### src/rtl/mem_port_bridge.sv
// mem_port_bridge
//   Per-CPU bridge between one slc3 core's active-low OE/WE strobes and one
//   request port of the IOhandler2 SRAM arbiter. Core writes are posted into a
//   small FIFO write buffer so stores complete without waiting for arbitration.
//   Reads are forwarded from the buffer on an address hit, or otherwise issued
//   as a blocking arbiter read once all buffered writes have drained.
//
// Ports
//   Clk, Reset          : clock, synchronous active-high reset
//   cpu_OE / cpu_WE     : active-low read / write strobes from the core
//   cpu_ADDR            : core address
//   cpu_Data_to_SRAM    : core write data
//   memReady            : one-cycle completion pulse to the core
//   Data_from_SRAM      : read data to the core, held until the next read
//   readRequest         : read request to arbiter
//   writeRequest        : write request to arbiter
//   ADDR / DATA         : address / write data to arbiter
//   DataToCPUs          : read data from arbiter, valid with requestDone
//   requestDone         : one-cycle completion pulse from arbiter
//   wbuf_count          : occupied write-buffer entries
//   busy                : buffer non-empty, arbiter FSM active, or read pending
module mem_port_bridge #(
  parameter  int DEPTH  = 2,
  parameter  int ADDR_W = 16,
  parameter  int DATA_W = 16,
  localparam int PTR_W  = $clog2(DEPTH),
  localparam int CNT_W  = PTR_W + 1
) (
  input  logic              Clk,
  input  logic              Reset,
  input  logic              cpu_OE,
  input  logic              cpu_WE,
  input  logic [ADDR_W-1:0] cpu_ADDR,
  input  logic [DATA_W-1:0] cpu_Data_to_SRAM,
  output logic              memReady,
  output logic [DATA_W-1:0] Data_from_SRAM,
  output logic              readRequest,
  output logic              writeRequest,
  output logic [ADDR_W-1:0] ADDR,
  output logic [DATA_W-1:0] DATA,
  input  logic [DATA_W-1:0] DataToCPUs,
  input  logic              requestDone,
  output logic [CNT_W-1:0]  wbuf_count,
  output logic              busy
);

  typedef enum logic [1:0] {
    A_IDLE,
    A_WRITE,
    A_READ
  } arb_state_t;

  arb_state_t        r_state;

  logic [ADDR_W-1:0] r_buf_addr [DEPTH];
  logic [DATA_W-1:0] r_buf_data [DEPTH];
  logic [PTR_W-1:0]  r_head;
  logic [PTR_W-1:0]  r_tail;
  logic [CNT_W-1:0]  r_count;

  logic              r_armed;
  logic              r_rd_pend;
  logic [ADDR_W-1:0] r_rd_addr;

  logic              r_memReady;
  logic [DATA_W-1:0] r_Data_from_SRAM;
  logic              r_readRequest;
  logic              r_writeRequest;
  logic [ADDR_W-1:0] r_ADDR;
  logic [DATA_W-1:0] r_DATA;

  logic              w_pop;
  logic              w_push;
  logic              w_rd_acc;
  logic              w_hit;
  logic [DATA_W-1:0] w_fwd_data;
  logic              w_miss_go;
  logic              w_strobes_high;

  assign w_strobes_high = cpu_OE && cpu_WE;
  assign w_pop          = (r_state == A_WRITE) && requestDone;
  // A full buffer still accepts when the head is popping on the same edge;
  // the freed slot is exactly the one the tail points at.
  assign w_push         = r_armed && !cpu_WE &&
                          ((r_count < CNT_W'(DEPTH)) || w_pop);
  // WE low wins over OE low: simultaneous strobes are treated as a write.
  assign w_rd_acc       = r_armed && !cpu_OE && cpu_WE;
  // With an empty buffer no hit is possible, so a fresh miss may launch the
  // arbiter read on its own accept edge.
  assign w_miss_go      = (r_state == A_IDLE) && (r_count == '0) &&
                          (r_rd_pend || (w_rd_acc && !w_hit));

  // Scan oldest to youngest so the last match is the youngest write.
  always_comb begin
    w_hit      = 1'b0;
    w_fwd_data = '0;
    for (int unsigned i = 0; i < DEPTH; i++) begin
      if ((CNT_W'(i) < r_count) &&
          (r_buf_addr[r_head + PTR_W'(i)] == cpu_ADDR)) begin
        w_hit      = 1'b1;
        w_fwd_data = r_buf_data[r_head + PTR_W'(i)];
      end
    end
  end

  // Storage needs no reset: occupancy is tracked by r_count.
  always_ff @(posedge Clk) begin
    if (w_push) begin
      r_buf_addr[r_tail] <= cpu_ADDR;
      r_buf_data[r_tail] <= cpu_Data_to_SRAM;
    end
  end

  always_ff @(posedge Clk) begin
    if (Reset) begin
      r_state          <= A_IDLE;
      r_head           <= '0;
      r_tail           <= '0;
      r_count          <= '0;
      r_armed          <= 1'b1;
      r_rd_pend        <= 1'b0;
      r_rd_addr        <= '0;
      r_memReady       <= 1'b0;
      r_Data_from_SRAM <= '0;
      r_readRequest    <= 1'b0;
      r_writeRequest   <= 1'b0;
      r_ADDR           <= '0;
      r_DATA           <= '0;
    end else begin
      r_memReady <= 1'b0;

      if (w_strobes_high) begin
        r_armed <= 1'b1;
      end

      if (w_push) begin
        r_tail     <= r_tail + 1'b1;
        r_armed    <= 1'b0;
        r_memReady <= 1'b1;
      end

      if (w_rd_acc) begin
        r_armed <= 1'b0;
        if (w_hit) begin
          r_Data_from_SRAM <= w_fwd_data;
          r_memReady       <= 1'b1;
        end else begin
          r_rd_pend <= 1'b1;
          r_rd_addr <= cpu_ADDR;
        end
      end

      if (w_push && !w_pop) begin
        r_count <= r_count + 1'b1;
      end else if (w_pop && !w_push) begin
        r_count <= r_count - 1'b1;
      end

      case (r_state)
        A_IDLE: begin
          if (w_miss_go) begin
            r_state       <= A_READ;
            r_readRequest <= 1'b1;
            r_ADDR        <= r_rd_pend ? r_rd_addr : cpu_ADDR;
            r_rd_pend     <= 1'b0;
          end else if (r_count != '0) begin
            r_state        <= A_WRITE;
            r_writeRequest <= 1'b1;
            r_ADDR         <= r_buf_addr[r_head];
            r_DATA         <= r_buf_data[r_head];
          end
        end
        A_WRITE: begin
          if (requestDone) begin
            r_head         <= r_head + 1'b1;
            r_writeRequest <= 1'b0;
            r_state        <= A_IDLE;
          end
        end
        A_READ: begin
          if (requestDone) begin
            r_Data_from_SRAM <= DataToCPUs;
            r_readRequest    <= 1'b0;
            r_memReady       <= 1'b1;
            r_state          <= A_IDLE;
          end
        end
        default: begin
          r_state <= A_IDLE;
        end
      endcase
    end
  end

  assign memReady       = r_memReady;
  assign Data_from_SRAM = r_Data_from_SRAM;
  assign readRequest    = r_readRequest;
  assign writeRequest   = r_writeRequest;
  assign ADDR           = r_ADDR;
  assign DATA           = r_DATA;
  assign wbuf_count     = r_count;
  assign busy           = (r_count != '0) || (r_state != A_IDLE) || r_rd_pend;

endmodule

### config.mk
export PLATFORM = sky130hd
export DESIGN_NAME = mem_port_bridge
export DESIGN_NICKNAME = d
export VERILOG_FILES = /design/src/rtl/mem_port_bridge.sv
export SDC_FILE = /design/constraint.sdc
export NUM_CORES = 1
export LEC_CHECK = 0
export CAP_MARGIN = 10
export CELL_PAD_IN_SITES_DETAIL_PLACEMENT = 1
export CELL_PAD_IN_SITES_GLOBAL_PLACEMENT = 1
export CORE_AREA = 2 2 160 99
export DETAILED_ROUTE_END_ITERATION = 16
export DIE_AREA = 0 0 162 101
export DONT_BUFFER_PORTS = 1
export GPL_TIMING_DRIVEN = 0
export PLACE_DENSITY = 0.75
export SYNTH_ARGS = -nofsm -noshare
export SYNTH_HDL_FRONTEND = slang
export SYNTH_SLANG_ARGS = --single-unit
### constraint.sdc
create_clock -name Clk -period 2.8 [get_ports Clk]
set_input_delay 0 -clock Clk [delete_from_list [all_inputs] [get_ports Clk]]
set_output_delay 0 -clock Clk [all_outputs]
set_load 0.02 [all_outputs]
After elaboration in Yosys (flattened, before gate mapping) --
Memories as Yosys holds them, arrays and structs flattened. A register that Yosys moved wholly into a read port is not among the register bits. Index checks and enable logic that the tools add are counted.
Operators by class: mux-type cells 40, reductions and logical operators 39, magnitude comparators 3, eq/ne operators 11, add/sub/neg operators 4, bitwise operators 2
Operators by type and width (number):
- $mux 16 | 9
- $eq 16x16->1 | 2
- $mux 1 | 23
- $logic_and 1x1->1 | 13
- $reduce_bool 2->1 | 6
- $mux 2 | 5
- $ne 2x2->1 const B | 4
- $reduce_and 2->1 | 4
- $reduce_and 3->1 | 2
- $logic_not 1->1 | 5
- $logic_not 2->1 | 2
- $logic_or 1x1->1 | 4
- $lt 1x2->1 const A | 2
- $ne 2x1->1 const B | 2
- $pmux 1 s2 | 2
- $pmux 2 s2 | 1
- $reduce_and 4->1 | 1
- $ne 3x2->1 const B | 1
- $reduce_bool 3->1 | 1
- $add 1x1->1 const B | 2
- $add 2x1->2 const B | 1
- $eq 2x1->1 const B | 1
- $eq 2x2->1 const B | 1
- $lt 2x2->1 const B | 1
- 3 further kinds | 4
Word-level totals: flip-flop bits (word level) 75, logic and storage cells 114, memory bits (writable) 64, output and inout bits 54, bits of input ports 53, memories 2
Memories:
- r_buf_addr | words 2, bits a word 16, read ports 2, clocked after memory_dff 1, write ports 1, line 55 | logic [ADDR_W-1:0] r_buf_addr [DEPTH];
- r_buf_data | words 2, bits a word 16, read ports 2, clocked after memory_dff 1, write ports 1, line 56 | logic [DATA_W-1:0] r_buf_data [DEPTH];

Longest topological paths before layout --
Gate-level depths: netlist (run 1). An unclocked memory read counts as a cell.
depth after elaboration 11, depth in mapped cells 12, gate-level depth less buffers 9

Least setup slack after synthesis (run 1) --
OpenSTA, ideal clock, no wires.
path kind reg2reg, start register r_state[1], end memory r_buf_addr[0][0], enable pin, period minus slack after synthesis 2.887 ns, cell stages (with the launch flop) 6, arrival time 2.462 ns, library setup time 0.425 ns, required time 2.375 ns, setup slack -0.087 ns, path buffers 0, cells stage by stage dfxtp_1 -> inv_1 -> ha_1 -> nand2_1 -> a21oi_1 -> nor2b_1
Between the ends: cells in the longest elaborated chain, start to end 6
Ends and longest elaborated chain:
- start: declaration | line 53 | arb_state_t r_state;
- start signal: assignment | line 116 | r_state <= A_IDLE;
- start signal: assignment | line 162 | r_state <= A_READ;
- start signal: assignment | line 167 | r_state <= A_WRITE;
- $eq 2x1->1 | line 81 | assign w_pop = (r_state == A_WRITE) && requestDone;
- $logic_and 1x1->1 | line 81
- $logic_or 1x1->1 | line 85 | ((r_count < CNT_W'(DEPTH)) || w_pop);
- $logic_and 1x1->1 | line 84 | assign w_push = r_armed && !cpu_WE &&
- named net w_push | line 73 | logic w_push;
- $mux 1 | line 108 | if (w_push) begin
- $mux 1 (implied by the code) | line 109 | r_buf_addr[r_tail] <= cpu_ADDR;
- end: declaration | line 55
The timed path passes the listed nets, and every way through them passes these cells.

==> results of run 1 <==
[area by class of cell]
class                   instances  area (sq um)
repair buffers                 70           737
plain buffers                  47           298
clock inverters                15           148
well taps                     203           254
clock buffers                  17           425
fillers                      1559          6280
multi-input cells             406          3360
inverters                       6          25.0
flip-flops and latches        140          3450
[worst max-delay path by stage]
stage | depth (start not counted) | startpoint | slack [ps] | endpoint
after floorplan | 11 | wbuf_count[1]$_SDFFE_PP0P_ | 100 | Data_from_SRAM[10]$_SDFF_PP0_
after global placement | 10 | r_head$_SDFFE_PP0P_ | -900 | ADDR[6]$_SDFFE_PP0P_
after detailed placement | 10 | r_head$_SDFFE_PP0P_ | -980 | ADDR[3]$_SDFFE_PP0P_
after CTS | 11 | wbuf_count[1]$_SDFFE_PP0P_ | -20 | Data_from_SRAM[14]$_SDFF_PP0_
after global routing | 10 | r_head$_SDFFE_PP0P_ | -110 | Data_from_SRAM[8]$_SDFF_PP0_
final | 10 | register | -20 | r_rd_addr[15]$_SDFFE_PP0P_
[cell families after synthesis]
group	share of synthesized area [%]
flip-flops	52.1
AO/OA/AOI/OAI	16.4
adder cells (fa/ha/maj)	1.14
multiplexers	10.1
AND/OR/NAND/NOR	11.8
buffers and inverters	3.76
XOR/XNOR	4.63
[critical path, stage by stage (launching register included)]
cell and delay, ps:
dfxtp_1 370, buf_4 280, mux2i_2 370, xnor2_1 170, nor4_1 270, nand3_1 240, o211ai_4 330, buf_6 190
clkbuf_16 170, mux2i_1 220, nor2_1 60
[report_power, final]
| group | switching [W] | internal, W |
|---|---|---|
| Clock | 0.000952 | 0.00131 |
| Combinational | 0.00173 | 0.00101 |
| Sequential | 0.000606 | 0.00256 |
| Total | 0.00328 | 0.00487 |
[cells in the final DEF (no fill, tap or decap), types with 16 or more instances in the layout]
cell type,netlist,routed
dfxtp_1,76,73
edfxtp_1,64,64
nor2_1,58,57
dlygate4sd3_1,0,52
mux2i_1,49,47
xnor2_1,32,31
clkbuf_1,32,28
a21oi_1,24,24
nand2_1,21,21
a311oi_1,33,21
nand3_1,19,19
nand2b_1,18,18
o21ai_0,24,18
clkbuf_16,0,18
mux2_2,16,16
o211ai_1,16,16
a221o_1,16,16
o21ai_2,0,16
[per-stage QoR]
stage	setup WS (ps)	utilization [%]	instances	setup TNS, ps
4_1_cts	-19.5	55.1	896	-65.1
3_5_place_dp	-980	46.1	805	-42250
3_3_place_gp	-905	45.9	804	-59520
6_report	-23.6	58.0	904	-49.0
2_1_floorplan	95.5	-	601	0
5_1_grt	-114	58.0	904	-3120
[flip-flops by register name, summed over array words and instances (netlist names), 2 cells and up, named ones only]
register	flops
r_buf_addr	32
r_buf_data	32
ADDR	16
DATA	16
Data_from_SRAM	16
r_rd_addr	16
r_state	2
wbuf_count	2
[timing repair]
action,4_1_cts,5_1_grt
setup buffers,8,7
hold buffers,52,0
endpoints found under the hold margin,118,0
cloned,1,1
setup endpoints to repair,53,46
resized for setup,47,75
pin swaps,5,37
[cell usage after synthesis, types with 7 or more instances]
library cell  instances
buf_2                 7
edfxtp_1             64
nor2_1               58
nand2b_1             18
dfxtp_1              76
mux2_2               16
o21ai_1              10
o211ai_1             16
clkbuf_1             32
nand2_1              21
a311oi_1             33
a32oi_1              16
o21ai_0              24
a21oi_1              24
nor3b_1              16
xnor2_1              32
a221o_1              16
mux2i_1              49
nand3_1              19
[metal layers]
metal / wire (um) / up-vias
li1: - / 2466
met1: 10900 / 2862
met2: 10800 / 315
met3: 2310 / 44
met4: 444 / 0
met5: 0 / -
==> run metrics, run 1 <==
max frequency 354 MHz; Core Area 0.0150 sq mm; DR iter-0 viols 621; placer's final routability congestion estimate 0.842; initial antenna violation count 0; critical path startpoint category register; EDFF count, synth 64; GR Util met3 6.71%; top_reg_cell synth dfxtp_1; pin count of the biggest net entering global routing 33; met1 usage in global routing 41.3%; first-pass GRT wire length 34300 um; Ant. Diodes 0; fin crit share 101%; PortBufs 0; HP Class in -> reg; Worst Hold Endpoint r_tail$_SDFFE_PP0P_; RSZ-0062 raised after global routing true; vias in the first global route 5760; row count 35; Yosys top cell by area edfxtp_1; max-slew violation count 0; chip height 101 um; maximum VDD drop 0.413 mV; clk sink count 140; total number of vias 5687; Post-Route WL 24400 um; Avg Cell Area, Syn 11.0 sq um; Inserted Clock Buffers 17; met2 Use GR 41.8%; DP Wirelength 14900 um; Top Ports 107; fin crit period 2820 ps; Critical Path Fanout Max 10; Post-DRT Antenna Nets 0; CTS root buf clkbuf_16; Hold Path Stages 4; failing checks negative setup slack; Tot Pwr 0.00816 W; mapped cell area 0.00661 sq mm; fraction of registers with async set/reset 0%; Syn Nets 660; Cells after Synth 601; clk slew on worst S/H paths 60 ps; clk_skew 12.2 ps; max-cap viol count 0; Worst R2R Path Depth 10; worst path arrival time 3110 ps; Pleak 3.00 nW; register area share after synthesis 52.1%; # H-tree levels 4; endpoints failing setup 3; total gr overflow 0; Vias/cell 6.29; global route hottest layer met2; min-delay src cpu_WE; Yosys reg bits 140; Die Area 0.0164 sq mm; Tightest Pin Transition 1180 ps; Final Net Count 747; top post-synthesis cells by area edfxtp_1 29%, dfxtp_1 23%, mux2i_1 7.4%; worst hold slack 74.9 ps; WL/cell 27.0 um; Overall Global Routing Usage 28.3%; final hold violation count 0; critical path required time 3080 ps; Initial Util 44.2%; layout cells sized above 1 22.1%; fin area 0.00869 sq mm; clk buf depth 2; setup ws final -23.6 ps; flop-to-flop setup slack -20 ps; TritonRoute pass-1 iters 5; Worst setup EP type register; Synth top area share 29.1%; Post-route DRC 0; YS warnings 0; Area Overhead vs Synth 31.4%; outcome finished with violations; RR Endpoint r_rd_addr[15]$_SDFFE_PP0P_; PwrDens 939 mW/mm^2; Die Width 162 um; TritonCTS clock tree built; WS Path Type reg -> reg; Clock Latency Late Sink 430 ps; max_slew headroom 21.4%; placed inst area 0.00690 sq mm; Synth cell types 45
Note: power is estimated with default switching activity, not from simulation.
==> run 2, diff against run 1 <==
Settings changed: ABC_AREA from default to 1, CORE_AREA 2 2 160 99 to 2 2 118 143, DIE_AREA 0 0 162 101 to 0 0 120 145.
==> run metrics, run 2 <==
outcome finished, final reports clean; Post-Route WL 24000 um (-1.9%); Pleak 3.48 nW (+16%); compound-cell area share of the yosys netlist 13.3% (-3.1 points); Initial Util 42.4% (-1.8 points); CTS root buf clkbuf_16; placer's final routability congestion estimate 0.868 (+3.2%); register area 0.00344 sq mm (-0.15%); Tightest Pin Transition 775 ps (-404 ps); max-cap viol count 0 (unchanged); layout cells sized above 1 7.89% (-14 points); worst path arrival time 2970 ps (-140 ps); met1 usage in global routing 29.7% (-12 points); RR Endpoint Data_from_SRAM[2]$_SDFF_PP0_; mapped cell area 0.00679 sq mm (+2.6%); Post-Synth XOR/XNOR Area 0.645% (-4.0 points); Worst setup EP type register; commonest non-fill, non-tap cell in the layout nand2_1; endpoints failing setup 0 (-3); Ant. Diodes 0 (unchanged); area of the multi-input gates 0.00287 sq mm (-14%); WS Path Type reg -> reg; Inserted Clock Buffers 17 (unchanged); Critical Path Fanout Max 10 (unchanged); Hold Path Stages 5 (+1); Post-route DRC 0 (unchanged); top post-synthesis cells by area edfxtp_1 28%, dfxtp_1 22%, nand2_1 15%; WL/cell 21.3 um (-21%); register area share after synthesis 50.7% (-1.3 points); Cells after Synth 825 (+37%); top-count cell post-synth nand2_1; Yosys top cell by area edfxtp_1; final hold violation count 0 (unchanged); Final Net Count 959 (+28%); Yosys reg bits 140 (unchanged); Final Non-Filler Cells 1125 (+24%); top cells by count, synth 272 x nand2_1, 87 x nand3_1, 76 x dfxtp_1; Avg Cell Area, Syn 8.23 sq um (-25%); Overall Global Routing Usage 28.2% (-0.12 points); Area Overhead vs Synth 21.7%; Die Area 0.0174 sq mm (+6.3%); TritonRoute pass-1 iters 5 (unchanged); # H-tree levels 4 (unchanged); clk_skew 5.97 ps (-6.26 ps); HP Class in -> reg; YS warnings 0 (unchanged); adder-cell share of the synthesized area 1.11% (-0.029 points); largest family of logic cells by synthesized area simple AND/OR/NAND/NOR gates; flop-to-flop setup slack 210 ps (+230 ps); max-slew violation count 0 (unchanged); Die Width 120 um (-26%); fraction of registers with async set/reset 0% (unchanged); total number of vias 6377 (+12%); initial antenna violation count 0 (unchanged); max frequency 386 MHz (+9.0%); GR Util met3 6.17% (-0.53 points); Clock Latency Late Sink 430 ps (about the same); Top Ports 107 (unchanged); max_slew headroom 48.3% (+27 points); critical path startpoint category register; fin crit share 92.5% (-8.4 points); global route hottest layer met2; clk sink count 140 (unchanged); pin count of the biggest net entering global routing 28 (-15%); Syn Nets 884 (+34%); PortBufs 0 (unchanged); Vias/cell 5.67 (-9.9%); r2r startpoint wbuf_count[1]$_SDFFE_PP0P_; Synth top area share 28.3% (-0.75 points); Core Area 0.0160 sq mm (+6.9%); most frequent cells in the layout 272 x nand2_1, 87 x nand3_1, 75 x dfxtp_1, 72 x o21ai_0, 64 x edfxtp_1; multiplexer area fraction after synthesis 2.36% (-7.8 points); vias in the first global route 6987 (+21%); Regs by FF count r_buf_addr x32, r_buf_data x32; Post-Synth Simple-Gate Area 24.6% (+13 points); TritonCTS clock tree built; Post-CTS Setup Bufs 0 (-8); Final Util 51.6% (-6.5 points); fin crit period 2590 ps (-234 ps); EDFF count, synth 64 (unchanged); top_reg_cell synth dfxtp_1; maximum VDD drop 0.476 mV (+15%); DP Wirelength 16700 um (+12%); Worst R2R Path Depth 14 (+4); Worst Hold Endpoint Data_from_SRAM[0]$_SDFF_PP0_; PwrDens 953 mW/mm^2 (+1.5%); Post-DRT Antenna Nets 0 (unchanged); clk buf depth 2 (unchanged); DR iter-0 viols 423 (-32%); chip height 145 um (+44%); row count 51 (+46%); Fillers 1883 (+21%); min-delay src cpu_OE; clk slew on worst S/H paths 60 ps (about the same); total gr overflow 0 (unchanged); RSZ-0062 raised after global routing false; Post-Place Cells 1039 (+29%); met2 Use GR 51.8% (+10 points); Synth cell types 33 (-27%); critical path required time 3180 ps (+100 ps); first-pass GRT wire length 37400 um (+8.8%)
==> run 2: cell count changes after synthesis, moves of 34 or more <==
cell	previous run	this run
nand2_1	21	272
nand3_1	19	87
o21ai_0	24	75
inv_1	6	56
nor2_1	58	23
a31oi_1	0	34
==> run 2: worst max-delay path, stage by stage, from the launching register on <==
cell and delay [ps]:
dfxtp_2 400, inv_1 120, ha_1 200, nor2_1 210
nand2_1 80, nor2_1 110, nand2_1 90, nor2_2 150
nand3_4 160, buf_2 250, o21ai_0 360, nand3_1 130
nand3_1 110, o211ai_1 90, inv_1 80
==> run 2: worst max path at each step <==
| stage | from | to | slack (ps) | depth (start not counted) |
|---|---|---|---|---|
| 3_5_place_dp | wbuf_count[1]$_SDFFE_PP0P_ | Data_from_SRAM[1]$_SDFF_PP0_ | 100 | 14 |
| 2_1_floorplan | r_state[1]$_SDFFE_PP0P_ | r_buf_addr[1][0]$_DFFE_PP_ | 380 | 6 |
| 3_3_place_gp | r_state[1]$_SDFFE_PP0P_ | r_buf_data[1][2]$_DFFE_PP_ | -650 | 6 |
| 6_report | wbuf_count[1]$_SDFFE_PP0P_ | Data_from_SRAM[2]$_SDFF_PP0_ | 210 | 14 |
| 4_1_cts | wbuf_count[1]$_SDFFE_PP0P_ | busy | 40 | 7 |
| 5_1_grt | register | Data_from_SRAM[12]$_SDFF_PP0_ | 60 | 17 |
==> run 2: power breakdown <==
group          leakage, nW  switching, W  internal [W]  total [W]
Sequential            1.22      0.000593       0.00259    0.00318
Clock                0.282      0.000889       0.00143    0.00232
Combinational         1.98       0.00162      0.000748    0.00237
==> run 2: stage by stage <==
step	setup TNS (ps)	setup slack, ps	instance area [sq um]	hold slack [ps]	total power (W)
after floorplan	0	385	6790	69.4	0.00465
after global placement	-41620	-646	7060	72.5	0.00532
after detailed placement	0	102	7110	73.0	0.00547
after CTS	0	43.7	8260	19.2	0.00787
after global routing	0	65.0	8260	61.6	0.00827
final	0	211	8260	28.8	0.00787
==> run 2: kinds of logic (layout without fill, tap and decap cells) <==
group | Yosys count | count (layout)
simple gates | 397 | 397
buf+inv | 103 | 191
compound gates | 158 | 158
xor+xnor | 5 | 5
fa+ha+maj | 6 | 6
flops | 140 | 140
mux | 16 | 16
==> run 2: area by class of cell <==
class                           count  area share [%]
Clock buffer                       22            6.01
Buffer                             45            3.27
Sequential cell                   140            41.7
Clock inverter                     10            1.35
Multi-Input combinational cell    582            34.7
Tap cell                          212            3.21
Inverter                           58            2.70
Timing Repair Buffer               56            7.03
==> run 2: routing by layer <==
metal / part of all wire, % / up-vias / wire length, um
met5: 0 / - / 0
met4: 3.9 / 0 / 937
met3: 5.3 / 58 / 1280
met2: 53 / 183 / 12700
met1: 38 / 3187 / 9040
li1: - / 2949 / -
==> run 2: repair_timing <==
item                       in CTS  in global routing
hold buffers                   54                  0
resized for setup               0                  8
hold endpoints to repair      110                  0
setup endpoints to repair       0                 12
==> run 3, diff against run 2 <==
Settings changed: GPL_TIMING_DRIVEN 0 to 1.
==> run metrics, run 3 (synthesis results as in run 2) <==
outcome finished, final reports clean; final hold violation count 0 (unchanged); max frequency 383 MHz (-0.93%); Final Net Count 934 (-2.6%); first-pass GRT wire length 36500 um (-2.3%); vias in the first global route 6847 (-2.0%); TritonRoute pass-1 iters 4 (-1); Overall Global Routing Usage 27.1% (-1.0 points); Fillers 1891 (+0.42%); Comb pwr share 29.2% (-0.9 points); # H-tree levels 4 (unchanged); clk sink count 140 (unchanged); commonest non-fill, non-tap cell in the layout nand2_1; Core Area 0.0160 sq mm (unchanged); Final Non-Filler Cells 1100 (-2.2%); most frequent cells in the layout 272 x nand2_1, 87 x nand3_1, 75 x dfxtp_1, 74 x o21ai_0, 64 x edfxtp_1; Post-route DRC 0 (unchanged); switching share of power 38.7% (-0.70 points); clk_skew 9.11 ps (+3.14 ps); DR iter-0 viols 313 (-26%); pin count of the biggest net entering global routing 37 (+32%); sw power 0.00302 W (-2.5%); TritonCTS clock tree built; clk buf depth 2 (unchanged); Clock Latency Late Sink 430 ps (about the same); row count 51 (unchanged); CTS root buf clkbuf_16; endpoints failing setup 0 (unchanged); Clock Power Share 30.0% (+0.5 points); Regs by FF count r_buf_addr x32, r_buf_data x32; total gr overflow 0 (unchanged); max_slew headroom 30.7% (-18 points); max-slew violation count 0 (unchanged); Hold Path Stages 4 (-1); WL/cell 20.6 um (-3.4%); placer's final routability congestion estimate 0.873 (+0.55%); total number of vias 6170 (-3.2%); chip height 145 um (unchanged); Worst R2R Path Depth 16 (+2); Die Area 0.0174 sq mm (unchanged); WS Path Type reg -> reg; setup TNS 0 ps (unchanged); DP Wirelength 15000 um (-10%); PortBufs 0 (unchanged); fin crit period 2610 ps (+24.2 ps); Top Ports 107 (unchanged); Sequential Power Share 40.8% (+0.4 points); flop-to-flop setup slack 190 ps (-20 ps); PwrDens 959 mW/mm^2 (+0.59%); maximum VDD drop 0.525 mV (+10%); Post-Place Cells 1016 (-2.2%); Ant. Diodes 0 (unchanged); max-cap viol count 0 (unchanged); Initial Util 42.4% (unchanged); fin crit share 93.3% (+0.86 points); Internal Dissipation 0.00479 W (+0.37%); HP Class in -> reg; Worst setup EP type register; critical path required time 3110 ps (-70 ps); worst path arrival time 2920 ps (-50 ps); initial antenna violation count 0 (unchanged); critical path startpoint category register; RSZ-0062 raised after global routing false; Post-DRT Antenna Nets 0 (unchanged); layout cells sized above 1 8.45% (+0.56 points); Vias/cell 5.61 (-1.0%); Tightest Pin Transition 1040 ps (+261 ps); Post-Route WL 22600 um (-5.5%); Pleak 3.46 nW (-0.48%); Critical Path Fanout Max 17 (+7); Area Overhead vs Synth 20.0%; Inserted Clock Buffers 17 (unchanged); clk slew on worst S/H paths 60 ps (about the same); Die Width 120 um (unchanged)
[run 3: power by group through the flow]
stage / clock network (W) / registers, W / logic, W
floorplan: 0 / 0.00310 / 0.00155
global placement: 0 / 0.00321 / 0.00207
detailed placement: 0 / 0.00323 / 0.00216
CTS: 0.00237 / 0.00319 / 0.00227
global route: 0.00245 / 0.00324 / 0.00254
finish: 0.00234 / 0.00319 / 0.00228
[run 3: path summary, 6_finish.rpt]
kind,start,end
max reg2reg,register,Data_from_SRAM[4]$_SDFF_PP0_
min reg2reg,r_state[1]$_SDFFE_PP0P_,r_state[1]$_SDFFE_PP0P_
max,register,Data_from_SRAM[4]$_SDFF_PP0_
min,cpu_OE,Data_from_SRAM[14]$_SDFF_PP0_
[run 3: area by class of cell]
type	instances	area, sq um	share of cell area (%)
inverters	58	225	2.76
clock buffers	20	468	5.74
well taps	212	265	3.26
clock inverters	12	143	1.75
multi-input cells	582	2880	35.3
flip-flops and latches	140	3440	42.3
repair buffers	76	726	8.91
[run 3: layer usage]
metal	vias to the layer above	global-route usage [%]	share of wire, %
li1	2895	-	-
met1	3041	29.4	38
met2	177	49.9	54
met3	57	6.56	5.1
met4	0	10.9	3.2
met5	-	0	0
[run 3: repair_timing]
action	CTS	global route
setup endpoints to repair	0	9
hold buffers	52	0
hold endpoints to repair	124	0
setup buffers	0	0
resized for setup	0	4
[run 3: critical path, stage by stage, from the launching register on]
cell      delay (ps)
dfxtp_1          360
buf_4            190
inv_4            110
nand2_1          110
nand2_1          130
nand2_1           90
nand2_1           50
inv_1             40
nand3_1          130
nor2_1           170
nand3_2          140
nand2_4          250
nand2_4          200
nand2_1          120
nand3_1          130
o211ai_1         190
inv_1             70
[run 3: through the flow]
stage	worst slack (ps)	total power (W)	area, sq um	utilization, %	hold slack [ps]
floorplan	385	0.00465	6790	-	69.4
global placement	161	0.00528	7010	43.8	66.8
detailed placement	119	0.00539	7010	43.8	69.0
CTS	65.0	0.00782	8150	50.9	20.0
global route	5.62	0.00824	8150	50.9	47.3
finish	186	0.00781	8150	50.9	29.1
